$ cat src/rtl/tri_fu_mul_bthacc.sv
// tri_fu_mul_bthacc: digit-serial radix-4 Booth re-encoder.
// Rebuilds the two's-complement operand from its Booth select lines
// (s_neg, s_x, s_x2). Digits arrive most-significant first, one per handshake.
//
// Ports:
//   nclk, rst_b        clock (rising edge), asynchronous active-low reset
//   start              begin a new operand (honoured only in IDLE)
//   dig_val / dig_rdy  digit handshake; transfer when both are high
//   s_neg, s_x, s_x2   Booth digit select lines
//   res_val / res_rdy  result handshake
//   res [0:WIDTH-1]    reconstructed operand, bit 0 is the MSB
//   err                sticky: an illegal digit (s_x & s_x2) was seen

// Single-digit decode: select lines to a signed 3-bit value in [-2, +2].
module tri_fu_mul_bthacc_dig (
    input  logic       s_neg,
    input  logic       s_x,
    input  logic       s_x2,
    output logic [2:0] d,
    output logic       ill
);
    logic [2:0] mag;

    always_comb begin
        ill = s_x & s_x2;
        mag = {1'b0, s_x2, s_x};
        d   = 3'd0;
        // Illegal encodings contribute nothing; neg with zero magnitude is 0.
        if (!ill)
            d = s_neg ? (3'd0 - mag) : mag;
    end
endmodule

module tri_fu_mul_bthacc #(
    parameter int DIGITS = 27
) (
    input  logic                  nclk,
    input  logic                  rst_b,
    input  logic                  start,
    input  logic                  dig_val,
    output logic                  dig_rdy,
    input  logic                  s_neg,
    input  logic                  s_x,
    input  logic                  s_x2,
    output logic                  res_val,
    input  logic                  res_rdy,
    output logic [0:2*DIGITS-1]   res,
    output logic                  err
);
    localparam int WIDTH = 2 * DIGITS;
    localparam int CW    = (DIGITS > 1) ? $clog2(DIGITS) : 1;

    typedef enum logic [1:0] {
        IDLE = 2'd0,
        ACC  = 2'd1,
        DONE = 2'd2
    } state_t;

    state_t           state, state_nxt;
    logic [WIDTH-1:0] acc, acc_nxt;
    logic [CW-1:0]    cnt;
    logic [2:0]       d;
    logic             ill;
    logic             xfer, last;

    tri_fu_mul_bthacc_dig u_dig (
        .s_neg (s_neg),
        .s_x   (s_x),
        .s_x2  (s_x2),
        .d     (d),
        .ill   (ill)
    );

    assign dig_rdy = (state == ACC);
    assign res_val = (state == DONE);
    assign xfer    = dig_val & dig_rdy;
    assign last    = (cnt == CW'(DIGITS - 1));
    // Shift in one radix-4 digit; wraps modulo 2^WIDTH by construction.
    assign acc_nxt = {acc[WIDTH-3:0], 2'b00} + {{(WIDTH-3){d[2]}}, d};

    always_ff @(posedge nclk or negedge rst_b) begin
        if (!rst_b) state <= IDLE;
        else        state <= state_nxt;
    end

    always_comb begin
        state_nxt = state;
        case (state)
            IDLE:    if (start)        state_nxt = ACC;
            ACC:     if (xfer && last) state_nxt = DONE;
            DONE:    if (res_rdy)      state_nxt = IDLE;
            default:                   state_nxt = IDLE;
        endcase
    end

    always_ff @(posedge nclk or negedge rst_b) begin
        if (!rst_b) begin
            acc <= '0;
            cnt <= '0;
            err <= 1'b0;
            res <= '0;
        end else begin
            case (state)
                IDLE: if (start) begin
                    acc <= '0;
                    cnt <= '0;
                    err <= 1'b0;
                end
                ACC: if (xfer) begin
                    acc <= acc_nxt;
                    cnt <= cnt + CW'(1);
                    if (ill) err <= 1'b1;
                    // Capture the final value so res is valid on entry to DONE.
                    if (last) res <= acc_nxt;
                end
                default: ;
            endcase
        end
    end
endmodule

$ cat config.mk
export PLATFORM = sky130hd
export DESIGN_NAME = tri_fu_mul_bthacc
export DESIGN_NICKNAME = d
export VERILOG_FILES = /design/src/rtl/tri_fu_mul_bthacc.sv
export SDC_FILE = /design/constraint.sdc
export NUM_CORES = 1
export LEC_CHECK = 0
export ABC_AREA = 1
export CAP_MARGIN = 25
export CORE_MARGIN = 1
export CORE_UTILIZATION = 60
export CTS_BUF_LIST = sky130_fd_sc_hd__clkbuf_8
export CTS_CLUSTER_SIZE = 20
export DETAILED_ROUTE_END_ITERATION = 7
export GPL_TIMING_DRIVEN = 1
export PLACE_DENSITY = 0.82
export SETUP_SLACK_MARGIN = 0.4
export SLEW_MARGIN = 20
export SYNTH_ARGS = -nofsm -noshare
export SYNTH_HDL_FRONTEND = slang
export SYNTH_SLANG_ARGS = --single-unit
$ cat constraint.sdc
create_clock -name nclk -period 2.4 [get_ports nclk]
set_input_delay 0.48 -clock nclk [delete_from_list [all_inputs] [get_ports nclk]]
set_output_delay 0.48 -clock nclk [all_outputs]
set_load 0.02 [all_outputs]
==> metrics.yaml, run 1 <==
status:
  status: "stopped before the end"
  lastStage: "5_1_grt"
  stop_error: "[ERROR GRT-0116] Global routing finished with congestion. Check the congestion regions in the DRC Viewer."
logic_synthesis:
  synth-edff-count: 0
  synth_fp_nets: 1384
  syn_avg_cell_area_um2: 6.29
  ys_ff_latch: 114
  ys_async_sr_fraction: 1.00
  ys_warn_count: 0
  synth_top_area_share: 0.331
  netlist_instances: 1369
  synth_top_area_cell: "dfrtp_1"
  netlist_area_mm2: 0.00861
  synthFlopType: "dfrtp_1"
  synth_seq_area_share: 0.331
  synth_area_leaders: "dfrtp_1 33%, nand2_1 24%, nand3_1 7.5%"
  synth_cell_types: 39
clocking:
  clockBufferDepth: 2
  cts.sinks: 114
  cts_root_buf: "clkbuf_8"
  htree_num_levels: 4
  cts_buffers: 17
global_routing:
  grt_pass1_vias: 13726
  grt_pass1_wl_um: 80500
  gr-total-overflow: 59
  track_usage: 0.737
  grt_max_degree: 58
floorplanning:
  io_pins: 65
  die_h_um: 122
  fp.dieW_um: 122
  initial_core_util: 0.618
  num_rows: 43
place:
  dp_hpwl_um: 25700
  globalplace.congestion: 1.14
  dp_slack_ps: -1100
  port_buffers: 64
[per-stage QoR]
| step | instances | cell area (um2) | utilization | hold slack (ps) |
|---|---|---|---|---|
| after floorplan | 1369 | 8810 | - | 184 |
| after global placement | 1759 | 11000 | 0.788 | 449 |
| after detailed placement | 1759 | 11000 | 0.788 | 458 |
| after CTS | 1822 | 12900 | 0.923 | 483 |
[cell families after synthesis]
kind of cell,after synthesis,synth area share
buffers and inverters,220,0.103
DFF,114,0.331
AOI/OAI and AO/OA,145,0.109
and+or+nand+nor,857,0.421
xor gates and xnor gates,26,0.0264
adders and majority gates,7,0.0102
[routing by layer]
metal / GRT overflow / global-route usage
met1: 1 / 0.763
met2: 34 / 0.906
met3: 2 / 0.564
met4: 22 / 0.675
met5: 0 / 0.323
[what timing repair did]
item                       in CTS
pin swaps                     105
resized for setup             316
setup endpoints to repair     102
hold endpoints to repair       31
gates cloned                    7
setup buffers                  24
hold buffers                    1
[Yosys cell counts (all sizes together) (2+ instances only)]
library cell,instances
o21ai,47
o21bai,6
buf,23
xnor2,5
clkinv,8
nor2,128
ha,7
a41o,3
nand3,130
inv,171
dfrtp,114
clkbuf,18
xor2,21
a21oi,28
nand2,570
nor3,2
a41oi,38
o22ai,20
nand3b,5
nand4,19
==> run 2: changes to the inputs <==
--- a/config.mk
+++ b/config.mk
@@ -8,13 +8,10 @@
 export ABC_AREA = 1
 export CAP_MARGIN = 25
 export CORE_MARGIN = 1
-export CORE_UTILIZATION = 60
-export CTS_BUF_LIST = sky130_fd_sc_hd__clkbuf_8
-export CTS_CLUSTER_SIZE = 20
+export CORE_UTILIZATION = 40
 export DETAILED_ROUTE_END_ITERATION = 7
 export GPL_TIMING_DRIVEN = 1
-export PLACE_DENSITY = 0.82
-export SETUP_SLACK_MARGIN = 0.4
+export PLACE_DENSITY_LB_ADDON = 0.15
 export SLEW_MARGIN = 20
 export SYNTH_ARGS = -nofsm -noshare
 export SYNTH_HDL_FRONTEND = slang
==> run 2 against run 1 <==
The run now ends clean. Synthesized area is the same. Synthesized cell count is the same.
==> metrics.yaml, run 2 <==
status:
  status: "complete, no violations"
logic_synthesis:
  synth_common_cells: "548 x nand2_1, 167 x inv_1, 129 x nand3_1, 114 x dfrtp_1, 104 x nor2_1"
  ys_warn_count: 0
  synth_top_area_cell: "dfrtp_1"
  synthFlopType: "dfrtp_1"
  synth_seq_area_share: 0.331
  synth_top_area_share: 0.331
  synth_cell_types: 39
  synth_fp_nets: 1384
  synth_area_leaders: "dfrtp_1 33%, nand2_1 24%, nand3_1 7.5%"
  ys_async_sr_fraction: 1.00
  synth_most_common_cell: "nand2_1"
  netlist_instances: 1369
  syn_avg_cell_area_um2: 6.29
  ys_ff_latch: 114
  synth-edff-count: 0
  netlist_area_mm2: 0.00861
sta:
  fin_crit_sh: 0.979
  max_freq_mhz: 426
  drv_slew: 0
  finalClockSkew_ps: 11.9
  period_minus_slack_ps: 2350
  tightest_slew_ps: 652
  finalSetupViolCount: 0
  setup-tns-final_ps: 0
  hold_violations: 0
  maxSlewHeadroom: 0.565
  whs_ps: 123
  rsz0062_at_grt: "yes"
critical_path:
  cpLargestDelayFamily: "simple AND/OR/NAND/NOR gates"
  rr_startpoint: "acc[1]"
  crit_buf_inv: 8
  crit_type: "input pin to register"
  required_ps: 2700
  setup.worst_path.start: "s_x"
  crit_top_cell: "nand2_1"
  critical_path_arrival_ps: 2650
  rr_worst_depth: 11
  cp-end-kind: "register"
  path_max_fanout: 7
  path_cells: "buf_8, inv_6, ha_4, nor3_4, buf_12, buf_6, buf_16, nand2_1, nand2_2, nor2_1, buf_4, nand2_1, nor2_2, nand2_1, nand2_2, buf_4, inv_1, nand3_1, nand3_1, o21ai_1"
  r2r_end: "acc[12]"
  cp-start-kind: "input pin"
  r2r_setup_slack_ps: 270
  slowest_delay_ps: 250
  cp_slowest_cell: "nor3_4"
place:
  place_area_mm2: 0.0111
  dp.cells: 1875
  port_buffers: 64
  dp_hpwl_um: 26500
  globalplace.congestion: 1.01
routing:
  viasPerCell: 5.24
  drtIter0Drc: 847
  route.detailed.drc: 0
  vias: 10151
  wirelength_um: 35800
  detailedRoute.firstPassIterationCount: 5
  antenna_left: 0
  post_drt_wl_per_cell_um: 18.5
finish:
  layout_common_cells: "435 x nand2_1, 208 x buf_4, 154 x inv_1"
  final_common_cell: "nand2_1"
  reg.largest.list: "res (54), acc (52), cnt (5)"
  final_cells: 1937
  final_nets: 1663
  largest_register_ffs: 54
  nFillCells: 2016
  final_area_mm2: 0.0130
  area_delta_synth_final_pct: 51.1
  drive_gt1_frac: 0.328
  regMostFlops: "res"
power:
  power_density_mw_per_mm2: 984
  leakagePower_uw: 0.00661
  power_uw: 12800
  ir_drop_v: 0.000477
clocking:
  cts_root_buf: "clkbuf_16"
  tritoncts: "built"
  clock_latency_ps: 430
  clockBufferDepth: 2
  cts_hold_buffers: 0
  cts_buffers: 17
  clkSlewWorstSetupHoldPaths_ps: 60
  cts.sinks: 114
  htree_num_levels: 4
global_routing:
  gr-total-overflow: 0
  grt_pass1_wl_um: 54200
  grt_pass1_vias: 9380
  track_usage: 0.327
  grt_max_degree: 115
  antenna_found_initial: 1
floorplanning:
  initial_core_util: 0.408
  die_area_mm2: 0.0221
  io_pins: 65
  core_mm2: 0.0211
  fp.dieW_um: 149
  num_rows: 53
  die_h_um: 149
worst_hold_path:
  holdCritPathClass: "input pin to asynchronous set/reset pin"
flow_run:
  cap_violations: 0
## run 2: layout make-up
type	count	area, um2	share of cell area
Sequential cell	114	2850	0.219
Timing Repair Buffer	301	2730	0.210
Multi-Input combinational cell	1035	5780	0.444
Tap cell	275	344	0.0264
Clock buffer	18	439	0.0337
Antenna cell	1	2.50	0.000192
Inverter	179	694	0.0533
Clock inverter	14	180	0.0138
## run 2: cell families (layout without fill, tap and decap cells)
logic type,count (synthesis),count (layout),synth area share
and+or+nand+nor,857,857,0.421
other,0,1,0
AOI/OAI and AO/OA,145,145,0.109
xor gates and xnor gates,26,26,0.0264
DFF,114,114,0.331
adders and majority gates,7,7,0.0102
buffers and inverters,220,512,0.103
## run 2: metrics by stage
stage          worst slack, ps   util
2_1_floorplan             -149      -
3_3_place_gp             -1110  0.528
3_5_place_dp             -1100  0.528
4_1_cts                  -57.3  0.579
5_1_grt                   -102  0.617
6_report                  50.0  0.617
## run 2: metal layers
metal | track usage | part of all wire | up-vias | wire [um]
met4 | 0.108 | 0.026 | 0 | 940
met3 | 0.0511 | 0.065 | 53 | 2330
li1 | - | - | 4930 | -
met2 | 0.483 | 0.43 | 364 | 15500
met1 | 0.481 | 0.47 | 4804 | 17000
met5 | 0 | 0 | - | 0
## run 2: worst max path at each step
stage	end	slack [ps]	cells past startpoint
after global placement	res[8]	-1110	18
after floorplan	acc[26]	-150	21
final	acc[34]	50	20
after detailed placement	acc[41]	-1100	19
after global routing	res[0]	-100	22
after CTS	res[5]	-60	18
## run 2: power breakdown
group	switching, uW	internal (uW)
registers	416	2430
clock network	1080	1670
logic	4380	2830
total	5880	6930
## run 2: worst register-to-register path, cell delays in order (launching register included)
cell      delay (ps)
dfrtp_1          380
inv_1            190
xor2_2           170
ha_2             170
o21bai_4         120
nand3_4          110
o21ai_4          210
nand2_1          110
nand2_2          130
xor2_1           170
buf_4            160
o22ai_1           70
## run 2: what timing repair did
| action | CTS | global route |
|---|---|---|
| pin swaps | 41 | 68 |
| setup endpoints to repair | 87 | 77 |
| gates resized for setup | 104 | 190 |
| cloned | 3 | 3 |
| buffers inserted | 8 | 17 |
No activity file was read; power rests on OpenSTA's default activity.
